**config.mk**
```make
export PLATFORM = sky130hd
export DESIGN_NAME = sar_adc_ctrl
export DESIGN_NICKNAME = d
export VERILOG_FILES = /design/src/rtl/sar_adc_pkg.sv /design/src/rtl/sar_adc_ctrl_sr_frame_tx.sv /design/src/rtl/sar_adc_ctrl.sv
export SDC_FILE = /design/constraint.sdc
export NUM_CORES = 1
export LEC_CHECK = 0
export ABC_AREA = 1
export BUFFER_PORTS_ARGS = -buffer_cell sky130_fd_sc_hd__buf_2
export CAP_MARGIN = 40
export CORE_ASPECT_RATIO = 1.1
export CORE_MARGIN = 3
export CORE_UTILIZATION = 45
export DETAILED_ROUTE_END_ITERATION = 7
export GPL_ROUTABILITY_DRIVEN = 0
export HOLD_SLACK_MARGIN = 0.03
export PLACE_DENSITY = 0.63
export RECOVER_POWER = 100
export SYNTH_ARGS = -nofsm -noshare
export SYNTH_HDL_FRONTEND = slang
export SYNTH_SLANG_ARGS = --single-unit
```
**constraint.sdc**
```tcl
create_clock -name clk_i -period 2 [get_ports clk_i]
set_input_delay 0.3 -clock clk_i [delete_from_list [all_inputs] [get_ports clk_i]]
set_output_delay 0.3 -clock clk_i [all_outputs]
set_load 0.01 [all_outputs]
```
**src/rtl/sar_adc_pkg.sv**
```systemverilog
// sar_adc_pkg: shared states, default sizes and timing formulas for the SAR sequencer.
// SAR_ADC_CTRL_COMP_SYNC_EN adds a 2-flop comparator synchronizer and stretches SETTLE by its depth.
package sar_adc_pkg;

   typedef enum logic [2:0] {IDLE, SAMPLE, LOAD, SHIFT, LATCH, SETTLE, DECIDE, DONE} state_e;

   localparam int RES_BITS_DEF      = 14;
   localparam int FRAME_BITS_DEF    = 16;
   localparam int SCLK_DIV_DEF      = 2;
   localparam int SETTLE_CYCLES_DEF = 8;
   localparam int SH_CYCLES_DEF     = 16;

`ifdef SAR_ADC_CTRL_COMP_SYNC_EN
   localparam int COMP_SYNC_CYCLES = 2;
`else
   localparam int COMP_SYNC_CYCLES = 0;
`endif

   function automatic int bit_cycles(int frame_bits, int sclk_div, int settle_cycles);
      return 2 + (2 * frame_bits + 1) * sclk_div + settle_cycles + COMP_SYNC_CYCLES;
   endfunction

   function automatic int conv_latency(int res_bits, int frame_bits, int sclk_div,
                                       int settle_cycles, int sh_cycles);
      return 1 + sh_cycles + res_bits * bit_cycles(frame_bits, sclk_div, settle_cycles);
   endfunction

   localparam int BIT_CYCLES_DEF = bit_cycles(FRAME_BITS_DEF, SCLK_DIV_DEF, SETTLE_CYCLES_DEF);
   localparam int LATENCY_DEF    = conv_latency(RES_BITS_DEF, FRAME_BITS_DEF, SCLK_DIV_DEF,
                                                SETTLE_CYCLES_DEF, SH_CYCLES_DEF);

endpackage

```
**src/rtl/sar_adc_ctrl_sr_frame_tx.sv**
```systemverilog
// sr_frame_tx: shifts one frame MSB-first on ser/sclk, then pulses lclk, with SCLK_DIV-cycle half periods.
module sr_frame_tx #(
   parameter int FRAME_BITS = 16,
   parameter int SCLK_DIV   = 2
) (
   input  logic                  clk_i,
   input  logic                  reset_i,
   input  logic                  load_i,
   input  logic [FRAME_BITS-1:0] frame_i,
   output logic                  ser_o,
   output logic                  sclk_o,
   output logic                  lclk_o,
   output logic                  shift_done_o,
   output logic                  done_o
);

   typedef enum logic [1:0] {TX_IDLE, TX_SHIFT, TX_LATCH} tx_e;

   localparam int DW = SCLK_DIV > 1 ? $clog2(SCLK_DIV) : 1;
   localparam int BW = $clog2(FRAME_BITS + 1);

   tx_e                   ph_q, ph_d;
   logic [FRAME_BITS-1:0] sr_q, sr_d;
   logic [DW-1:0]         div_q, div_d;
   logic [BW-1:0]         bit_q, bit_d;
   logic                  sclk_q, sclk_d;
   logic                  div_end, bit_end;

   assign div_end = div_q == DW'(SCLK_DIV - 1);
   assign bit_end = sclk_q && bit_q == BW'(FRAME_BITS - 1);

   always_ff @(posedge clk_i or posedge reset_i)
      if (reset_i) begin
         ph_q   <= TX_IDLE;
         sr_q   <= '0;
         div_q  <= '0;
         bit_q  <= '0;
         sclk_q <= 1'b0;
      end else begin
         ph_q   <= ph_d;
         sr_q   <= sr_d;
         div_q  <= div_d;
         bit_q  <= bit_d;
         sclk_q <= sclk_d;
      end

   // The frame shifts on the falling sclk edge so ser is stable across the whole low half.
   always_comb begin
      ph_d   = ph_q;
      sr_d   = sr_q;
      div_d  = div_q;
      bit_d  = bit_q;
      sclk_d = sclk_q;
      if (load_i) begin
         ph_d   = TX_SHIFT;
         sr_d   = frame_i;
         div_d  = '0;
         bit_d  = '0;
         sclk_d = 1'b0;
      end else if (ph_q != TX_IDLE) begin
         div_d = div_end ? '0 : div_q + DW'(1);
         if (div_end && ph_q == TX_SHIFT) begin
            sclk_d = !sclk_q;
            if (sclk_q) begin
               sr_d  = {sr_q[FRAME_BITS-2:0], 1'b0};
               bit_d = bit_q + BW'(1);
            end
            if (bit_end) ph_d = TX_LATCH;
         end
         if (div_end && ph_q == TX_LATCH) ph_d = TX_IDLE;
      end
   end

   always_comb begin
      ser_o        = sr_q[FRAME_BITS-1];
      sclk_o       = sclk_q;
      lclk_o       = ph_q == TX_LATCH;
      shift_done_o = ph_q == TX_SHIFT && div_end && bit_end;
      done_o       = ph_q == TX_LATCH && div_end;
   end

endmodule

```
**src/rtl/sar_adc_ctrl.sv**
```systemverilog
// sar_adc_ctrl: successive-approximation sequencer driving the PmodADC trial DAC and sample/hold.
// Build option SAR_ADC_CTRL_COMP_SYNC_EN: synchronize comp_i through two flops and extend SETTLE by 2.
module sar_adc_ctrl
   import sar_adc_pkg::*;
#(
   parameter int RES_BITS      = RES_BITS_DEF,
   parameter int FRAME_BITS    = FRAME_BITS_DEF,
   parameter int SCLK_DIV      = SCLK_DIV_DEF,
   parameter int SETTLE_CYCLES = SETTLE_CYCLES_DEF,
   parameter int SH_CYCLES     = SH_CYCLES_DEF
) (
   input  logic                clk_i,
   input  logic                reset_i,
   input  logic                start_i,
   output logic                busy_o,
   output logic [RES_BITS-1:0] result_o,
   output logic                valid_o,
   output logic                sh_o,
   output logic                ser_o,
   output logic                sclk_o,
   output logic                lclk_o,
   input  logic                comp_i
);

   localparam int SETTLE_TOT = SETTLE_CYCLES + COMP_SYNC_CYCLES;
   localparam int CMAX       = SH_CYCLES > SETTLE_TOT ? SH_CYCLES : SETTLE_TOT;
   localparam int CW         = $clog2(CMAX + 1);
   localparam int IW         = RES_BITS > 1 ? $clog2(RES_BITS) : 1;

   state_e                state_q, state_d;
   logic [RES_BITS-1:0]   code_q, code_d, result_q, result_d, trial;
   logic [IW-1:0]         idx_q, idx_d;
   logic [CW-1:0]         cnt_q, cnt_d;
   logic                  comp, tx_load, tx_shift_done, tx_done;

`ifdef SAR_ADC_CTRL_COMP_SYNC_EN
   logic [1:0] sync_q;

   always_ff @(posedge clk_i or posedge reset_i)
      if (reset_i) sync_q <= '0;
      else sync_q <= {sync_q[0], comp_i};

   assign comp = sync_q[1];
`else
   assign comp = comp_i;
`endif

   assign trial = code_q | (RES_BITS'(1) << idx_q);

   sr_frame_tx #(
      .FRAME_BITS(FRAME_BITS),
      .SCLK_DIV  (SCLK_DIV)
   ) u_tx (
      .clk_i       (clk_i),
      .reset_i     (reset_i),
      .load_i      (tx_load),
      .frame_i     (FRAME_BITS'(trial)),
      .ser_o       (ser_o),
      .sclk_o      (sclk_o),
      .lclk_o      (lclk_o),
      .shift_done_o(tx_shift_done),
      .done_o      (tx_done)
   );

   always_ff @(posedge clk_i or posedge reset_i)
      if (reset_i) begin
         state_q  <= IDLE;
         code_q   <= '0;
         result_q <= '0;
         idx_q    <= '0;
         cnt_q    <= '0;
      end else begin
         state_q  <= state_d;
         code_q   <= code_d;
         result_q <= result_d;
         idx_q    <= idx_d;
         cnt_q    <= cnt_d;
      end

   // result is registered on the DECIDE->DONE edge so it is already valid alongside valid_o.
   always_comb begin
      state_d  = state_q;
      code_d   = code_q;
      result_d = result_q;
      idx_d    = idx_q;
      cnt_d    = cnt_q + CW'(1);
      case (state_q)
         IDLE:
            if (start_i) begin
               state_d = SAMPLE;
               code_d  = '0;
               idx_d   = IW'(RES_BITS - 1);
               cnt_d   = '0;
            end
         SAMPLE: if (cnt_q == CW'(SH_CYCLES - 1)) state_d = LOAD;
         LOAD: begin
            code_d  = trial;
            state_d = SHIFT;
         end
         SHIFT: if (tx_shift_done) state_d = LATCH;
         LATCH:
            if (tx_done) begin
               state_d = SETTLE;
               cnt_d   = '0;
            end
         SETTLE: if (cnt_q == CW'(SETTLE_TOT - 1)) state_d = DECIDE;
         DECIDE: begin
            if (!comp) code_d[idx_q] = 1'b0;
            if (idx_q == '0) begin
               state_d  = DONE;
               result_d = code_d;
            end else begin
               idx_d   = idx_q - IW'(1);
               state_d = LOAD;
            end
         end
         DONE: state_d = IDLE;
      endcase
   end

   always_comb begin
      busy_o   = state_q != IDLE;
      valid_o  = state_q == DONE;
      sh_o     = state_q == IDLE || state_q == SAMPLE || state_q == DONE;
      tx_load  = state_q == LOAD;
      result_o = result_q;
   end

endmodule

```
==> summary.md, run 1 <==
| Metric | Value |
|---|---|
| Full die area | `0.00870 mm²` |
| Fin crit share | `91.4%` |
| Register share of total power | `36.2%` |
| Tmin final | `1830 ps` |
| Starting Density | `47.5%` |
| I/O pin count | `24` |
| Worst r2r src | `state_q[0]` |
| Final slew viol count | `0` |
| Share of layout cells above drive strength 1 | `8.33%` |
| DP HPWL | `5160 µm` |
| Post-CTS Setup Inserts | `0` |
| Longest Clk Path Bufs | `2` |
| Required @ worst endpoint | `1700 ps` |
| Slew at the pin closest to its max-slew limit | `865 ps` |
| PostCTS Resize Cnt | `0` |
| Fin. Hold Viols | `0` |
| Min-Delay Path Class | `in2reg` |
| Initial antenna violation count | `0` |
| Die Wd | `89.2 µm` |
| Crit path launch | `state_q[0]` |
| Combinational power share | `37.8%` |
| Ys async rst share | `100%` |
| Largest net degree at the start of global routing | `66` |
| Synth warn | `0` |
| Synth unique cells | `28` |
| Vias | `2,853` |
| Seq/Total Area, Yosys | `47.5%` |
| Share of the synthesized area in the top cell type | `47.5%` |
| Most frequent cells after synthesis | `nand2_1, dfrtp_1, nand3_1, inv_1, nor2_1` |
| Count leader, synth | `nand2_1` |
| #FFs+latches synth | `65` |
| ANT nets after route | `0` |
| Port bufs | `23` |
| Yosys top cell by area | `dfrtp_1` |
| Cell Area, Synth | `0.00343 mm²` |
| Net Switching | `2.28 mW` |
| Detailed Route WL | `7540 µm` |
| Startpoint type of the worst setup path | `register` |
| FMAX | `547 MHz` |
| Fill cells | `719` |
| Clock Power Share | `26.0%` |
| DP Area | `0.00360 mm²` |
| First-pass GRT wire length | `12,900 µm` |
| RSZ-0062 raised after global routing | `no` |
| WL per Instance | `13.6 µm` |
| Clk slew on worst S/H paths | `70 ps` |
| Pre-Repair DR Iteration Count | `5` |
| R2R Path End | `code_q[8]` |
| FP Rows | `32` |
| R2r setup slk | `200 ps` |
| Internal | `3.35 mW` |
| Switching Fraction | `40.5%` |
| Post-route cell area | `0.00382 mm²` |
| Cells after synthesis | `435` |
| Ys flop type | `dfrtp_1` |
| Status | `completed` |
| P_leak | `2.00 nW` |
| Maxcap violations | `0` |
| DRT iter0 DRCs | `265` |
| Ant. Diodes | `0` |
| Skew-Pair Late Insertion Delay | `350 ps` |
| Vias per inst | `5.16` |
| # DRC | `0` |
| Area of the core | `0.00721 mm²` |
| Critical Path AT | `1530 ps` |
| WS Path Type | `reg2out` |
| Post-Syn Area per Cell | `7.88 µm²` |
| Setup Skew | `6.33 ps` |
| TritonCTS Buffers | `9` |
| FF-to-FF path depth | `8` |
| Crit Path Max Fanout | `4` |
| Gr ovfl total | `0` |
| Setup_tns | `0 ps` |
| CTS Root Cell | `clkbuf_8` |
| Relative slew margins | `42.3%` |
| Tot GR Track Use | `18.9%` |
| CTS H-tree depth | `3` |
| Total power | `5.63 mW` |
| PwrDens | `1480 mW/mm²` |
| Vias in the first global route | `2,703` |
| Area delta synth->final | `11.5%` |
| Syn Nets | `454` |
| Die Y | `97.5 µm` |
| CP Capture Point | `busy_o` |
| Layout Nets | `482` |
| Number of flops mapped to enable cells by yosys | `0` |
| Number of clock sinks | `65` |
| CTS tree | `yes` |
| Setup violators final | `0` |
| Maximum vdd drop | `803 µV` |
| CP endpoint kind | `output port` |
| Fin Hold WS | `444 ps` |
| Synth area leaders | `dfrtp_1, nand2_1, nand3_1` |
[timing repair]
action / 4_1_cts / 5_1_grt
setup endpoints to repair: 0 / 0
endpoints found under the hold margin: 21 / 0
hold buffers: 1 / 0
[cells in the final DEF (no fill, tap or decap), drive strengths merged]
| cell | netlist | layout |
|---|---|---|
| clkbuf | 1 | 32 |
| nor2 | 35 | 35 |
| a21oi | 6 | 6 |
| o21ai | 30 | 30 |
| nand3 | 53 | 53 |
| nand3b | 1 | 1 |
| dfrtp | 65 | 65 |
| buf | 12 | 7 |
| xor2 | 2 | 2 |
| ha | 15 | 15 |
| clkinv | 1 | 3 |
| dlygate4sd3 | 0 | 1 |
| bufinv | 0 | 4 |
| o211ai | 4 | 4 |
| nand4 | 3 | 3 |
| inv | 42 | 42 |
| o22ai | 1 | 1 |
| nor3 | 4 | 4 |
| nand2 | 158 | 158 |
| o31ai | 2 | 2 |
[per-stage QoR]
| step | utilization, % | cells | setup slack [ps] |
|---|---|---|---|
| floorplan | - | 435 | 73.5 |
| global route | 53.0 | 553 | 50.6 |
| CTS | 53.6 | 553 | 156 |
| detailed placement | 49.9 | 536 | 235 |
| finish | 53.0 | 553 | 171 |
| global placement | 49.9 | 536 | 289 |
[routing by layer]
layer,up-vias,global-route usage [%],share of wire (%)
li1,1445,-,-
met1,1338,27.2,46
met2,60,28.2,48
met3,10,3.31,4.4
met4,0,7.22,1.5
met5,-,0,0
[flip-flops by register name (all words and copies together), names as in the netlist]
signal,cells
cnt_q,5
u_tx.sr_q,16
u_tx.div_end,1
idx_q,4
state_q,3
code_q,14
u_tx.ph_q,2
u_tx.bit_q,5
u_tx.sclk_o,1
result_o,14
[how the worst min path moves through the flow]
stage | cells past startpoint | from | end | slack, ps
final | 4 | start_i | idx_q[2] | 440
after global routing | 4 | start_i | idx_q[2] | 480
after global placement | 3 | reset_i | cnt_q[3] | 400
after detailed placement | 3 | reset_i | cnt_q[3] | 400
after CTS | 4 | start_i | idx_q[2] | 400
after floorplan | 1 | cnt_q[0] | cnt_q[0] | 430
[critical path: stages (launching register included)]
cell and delay [ps]:
dfrtp_1 420, inv_1 120, ha_1 240, inv_2 50
nor2_2 160, inv_1 70, clkbuf_1 130
[area by class of cell]
class                      instances  area (µm²)  area share [%]
clock buffer                      10         128            3.34
clock inverter                     6         130            3.41
inverter                          43         163            4.26
multi-input combinational        314        1520            39.9
sequential                        65        1630            42.6
tap                               85         106            2.79
timing repair buffer              30         143            3.74
[kinds of logic (layout without fill, tap and decap cells)]
family                     count (synthesis)  in the layout  share of synthesized area (%)
xor gates and xnor gates                   2              2                          0.511
and+or+nand+nor                          254            254                           31.6
AOI/OAI and AO/OA                         43             43                           7.09
DFF                                       65             65                           47.5
adders and majority gates                 15             15                           5.48
buffers and inverters                     56             89                           7.85
[power groups by stage]
stage / clock (mW) / combinational, mW / sequential (mW)
after global placement: 0 / 2.19 / 2.04
final: 1.47 / 2.13 / 2.04
after floorplan: 0 / 1.65 / 2.06
after CTS: 1.49 / 2.22 / 2.03
after detailed placement: 0 / 2.22 / 2.05
after global routing: 1.54 / 2.45 / 2.11
Note: power is estimated with default switching activity, not from simulation.
==> inputs of run 2 (changes only) <==
--- a/config.mk
+++ b/config.mk
@@ -14,7 +14,6 @@
 export DETAILED_ROUTE_END_ITERATION = 7
 export GPL_ROUTABILITY_DRIVEN = 0
 export HOLD_SLACK_MARGIN = 0.03
-export PLACE_DENSITY = 0.63
 export RECOVER_POWER = 100
 export SYNTH_ARGS = -nofsm -noshare
 export SYNTH_HDL_FRONTEND = slang
==> summary.md, run 2 (synthesis results as in run 1) <==
| Metric | Value |
|---|---|
| Status | `completed` |
| Pre-Repair DR Iteration Count | `5 (unchanged)` |
| WS Path Type | `reg2out` |
| Required @ worst endpoint | `1700 ps (about the same)` |
| CP endpoint kind | `output port` |
| Area of the core | `0.00721 mm² (unchanged)` |
| Final slew viol count | `0 (unchanged)` |
| Clk slew on worst S/H paths | `70 ps (about the same)` |
| CTS tree | `yes` |
| Largest reg by FF count | `u_tx.sr_q` |
| Skew-Pair Late Insertion Delay | `340 ps (about the same)` |
| Top Family by Delay on Critical Path | `buffers and inverters` |
| Number of clock sinks | `65 (unchanged)` |
| Die Wd | `89.2 µm (unchanged)` |
| Full die area | `0.00870 mm² (unchanged)` |
| WP buf/inv | `4 (unchanged)` |
| Relative slew margins | `51.4% (+9.1 points)` |
| Tmin final | `1860 ps (+34.1 ps)` |
| Detailed Route WL | `7720 µm (+2.4%)` |
| First-pass GRT wire length | `13,200 µm (+2.2%)` |
| Slew at the pin closest to its max-slew limit | `728 ps (-137 ps)` |
| Vias | `2,889 (+1.3%)` |
| Most frequent CP cell | `inv_1` |
| Hold path endpoint | `idx_q[2]` |
| R2R Path End | `code_q[9]` |
| Layout Nets | `482 (unchanged)` |
| Vias per inst | `5.23 (+1.4%)` |
| CTS H-tree depth | `3 (unchanged)` |
| Setup violators final | `0 (unchanged)` |
| PwrDens | `1440 mW/mm² (-2.7%)` |
| CTS Root Cell | `clkbuf_8` |
| Ant. Diodes | `0 (unchanged)` |
| Longest Clk Path Bufs | `2 (unchanged)` |
| TritonCTS Buffers | `9 (unchanged)` |
| RSZ-0062 raised after global routing | `no` |
| Crit Path Max Fanout | `4 (unchanged)` |
| ANT nets after route | `0 (unchanged)` |
| Leading cell type in the layout, fill and taps excluded | `nand2_1` |
| Maxcap violations | `0 (unchanged)` |
| # DRC | `0 (unchanged)` |
| FMAX | `537 MHz (-1.8%)` |
| Setup_tns | `0 ps (unchanged)` |
| Share of layout cells above drive strength 1 | `7.92% (-0.41 points)` |
| DP HPWL | `5480 µm (+6.1%)` |
| Critical Path, Cell by Cell | `inv_1 > ha_1 > clkinv_1 > nor2_2 > inv_1 > clkbuf_1` |
| Crit path launch | `state_q[0]` |
| Critical Path AT | `1560 ps (+30 ps)` |
| Min-Delay Path Class | `in2reg` |
| Max FFs per register | `16 (unchanged)` |
| Fin. Hold Viols | `0 (unchanged)` |
| Gr ovfl total | `0 (unchanged)` |
| Initial antenna violation count | `0 (unchanged)` |
| Port bufs | `23 (unchanged)` |
| Most frequent cells in the layout | `nand2_1, dfrtp_1, nand3_1` |
| Startpoint type of the worst setup path | `register` |
| Area delta synth->final | `10.6%` |
| Total power | `5.44 mW (-3.5%)` |
| Worst r2r src | `state_q[0]` |
| R2r setup slk | `210 ps (about the same)` |
| P_leak | `1.98 nW (-1.0%)` |
| Fin crit share | `93.2% (+1.7 points)` |
| Vias in the first global route | `2,823 (+4.4%)` |
| I/O pin count | `24 (unchanged)` |
| Starting Density | `47.5% (unchanged)` |
| CP max-delay cell | `dfrtp_1` |
| Tot GR Track Use | `19.3% (+0.37 points)` |
| FF-to-FF path depth | `8 (unchanged)` |
| Hold Crit Start | `start_i` |
| WHS Path Cells | `4 (unchanged)` |
| Die Y | `97.5 µm (unchanged)` |
| DRT iter0 DRCs | `171 (-35%)` |
| FP Rows | `32 (unchanged)` |
| Largest net degree at the start of global routing | `49 (-26%)` |
| WL per Instance | `14.0 µm (+2.6%)` |
| Maximum vdd drop | `800 µV (-0.43%)` |
| Crit-path max cell delay | `410 ps (about the same)` |
| Setup Skew | `9.02 ps (+2.69 ps)` |
[run 2: changes by cell type in the layout (fill, tap and decap cells not counted), sizes merged]
cell,change
clkbuf,+2
bufinv,-2
inv,-1
[run 2: tightest hold or removal path, delay by kind of cell]
family	cells	cell delay [ps]
compound gates	1	80
buf+inv	1	90
simple gates	2	280
[run 2: power breakdown]
group	leakage [nW]	total, mW	internal [mW]	switching (mW)
clock	0.106	1.22	0.729	0.496
combinational	1.06	2.16	0.671	1.49
sequential	0.812	2.05	1.74	0.311
total	1.98	5.44	3.14	2.30
[run 2: metrics by stage]
| step | worst slack, ps | hold WS (ps) | util, % | cells | instance area, µm² |
|---|---|---|---|---|---|
| 2_1_floorplan | 73.5 | 433 | - | 435 | 3430 |
| 3_3_place_gp | 212 | 308 | 49.9 | 536 | 3600 |
| 3_5_place_dp | 181 | 317 | 49.9 | 536 | 3600 |
| 4_1_cts | 168 | 407 | 53.0 | 552 | 3820 |
| 5_1_grt | 36.6 | 491 | 52.6 | 552 | 3790 |
| 6_report | 137 | 447 | 52.6 | 552 | 3790 |
[run 2: timing repair]
item,4_1_cts,5_1_grt
buffers inserted,0,0
setup endpoints to repair,0,2
hold buffers,1,0
hold endpoints to repair,17,0
resized for setup,0,2
[run 2: area by class of cell]
class                           instances  area, µm²
Clock buffer                           12        145
Clock inverter                          3       65.1
Fill cell                             720       3420
Inverter                               43        165
Multi-Input combinational cell        314       1530
Sequential cell                        65       1630
Tap cell                               85        106
Timing Repair Buffer                   30        153
[run 2: worst max-delay path by stage]
stage | end | slack (ps) | depth (start not counted)
2_1_floorplan | cnt_q[0] | 70 | 1
3_5_place_dp | code_q[3] | 180 | 8
6_report | busy_o | 140 | 6
4_1_cts | code_q[3] | 170 | 8
5_1_grt | result_o[7] | 40 | 8
3_3_place_gp | code_q[3] | 210 | 8
[run 2: per-layer routing]
layer / routed length (µm) / GRT usage, % / up-vias
met5: 0 / 0 / -
met4: 114 / 7.22 / 0
met3: 302 / 3.14 / 10
met2: 3710 / 30.2 / 71
met1: 3590 / 26.6 / 1364
li1: - / - / 1444
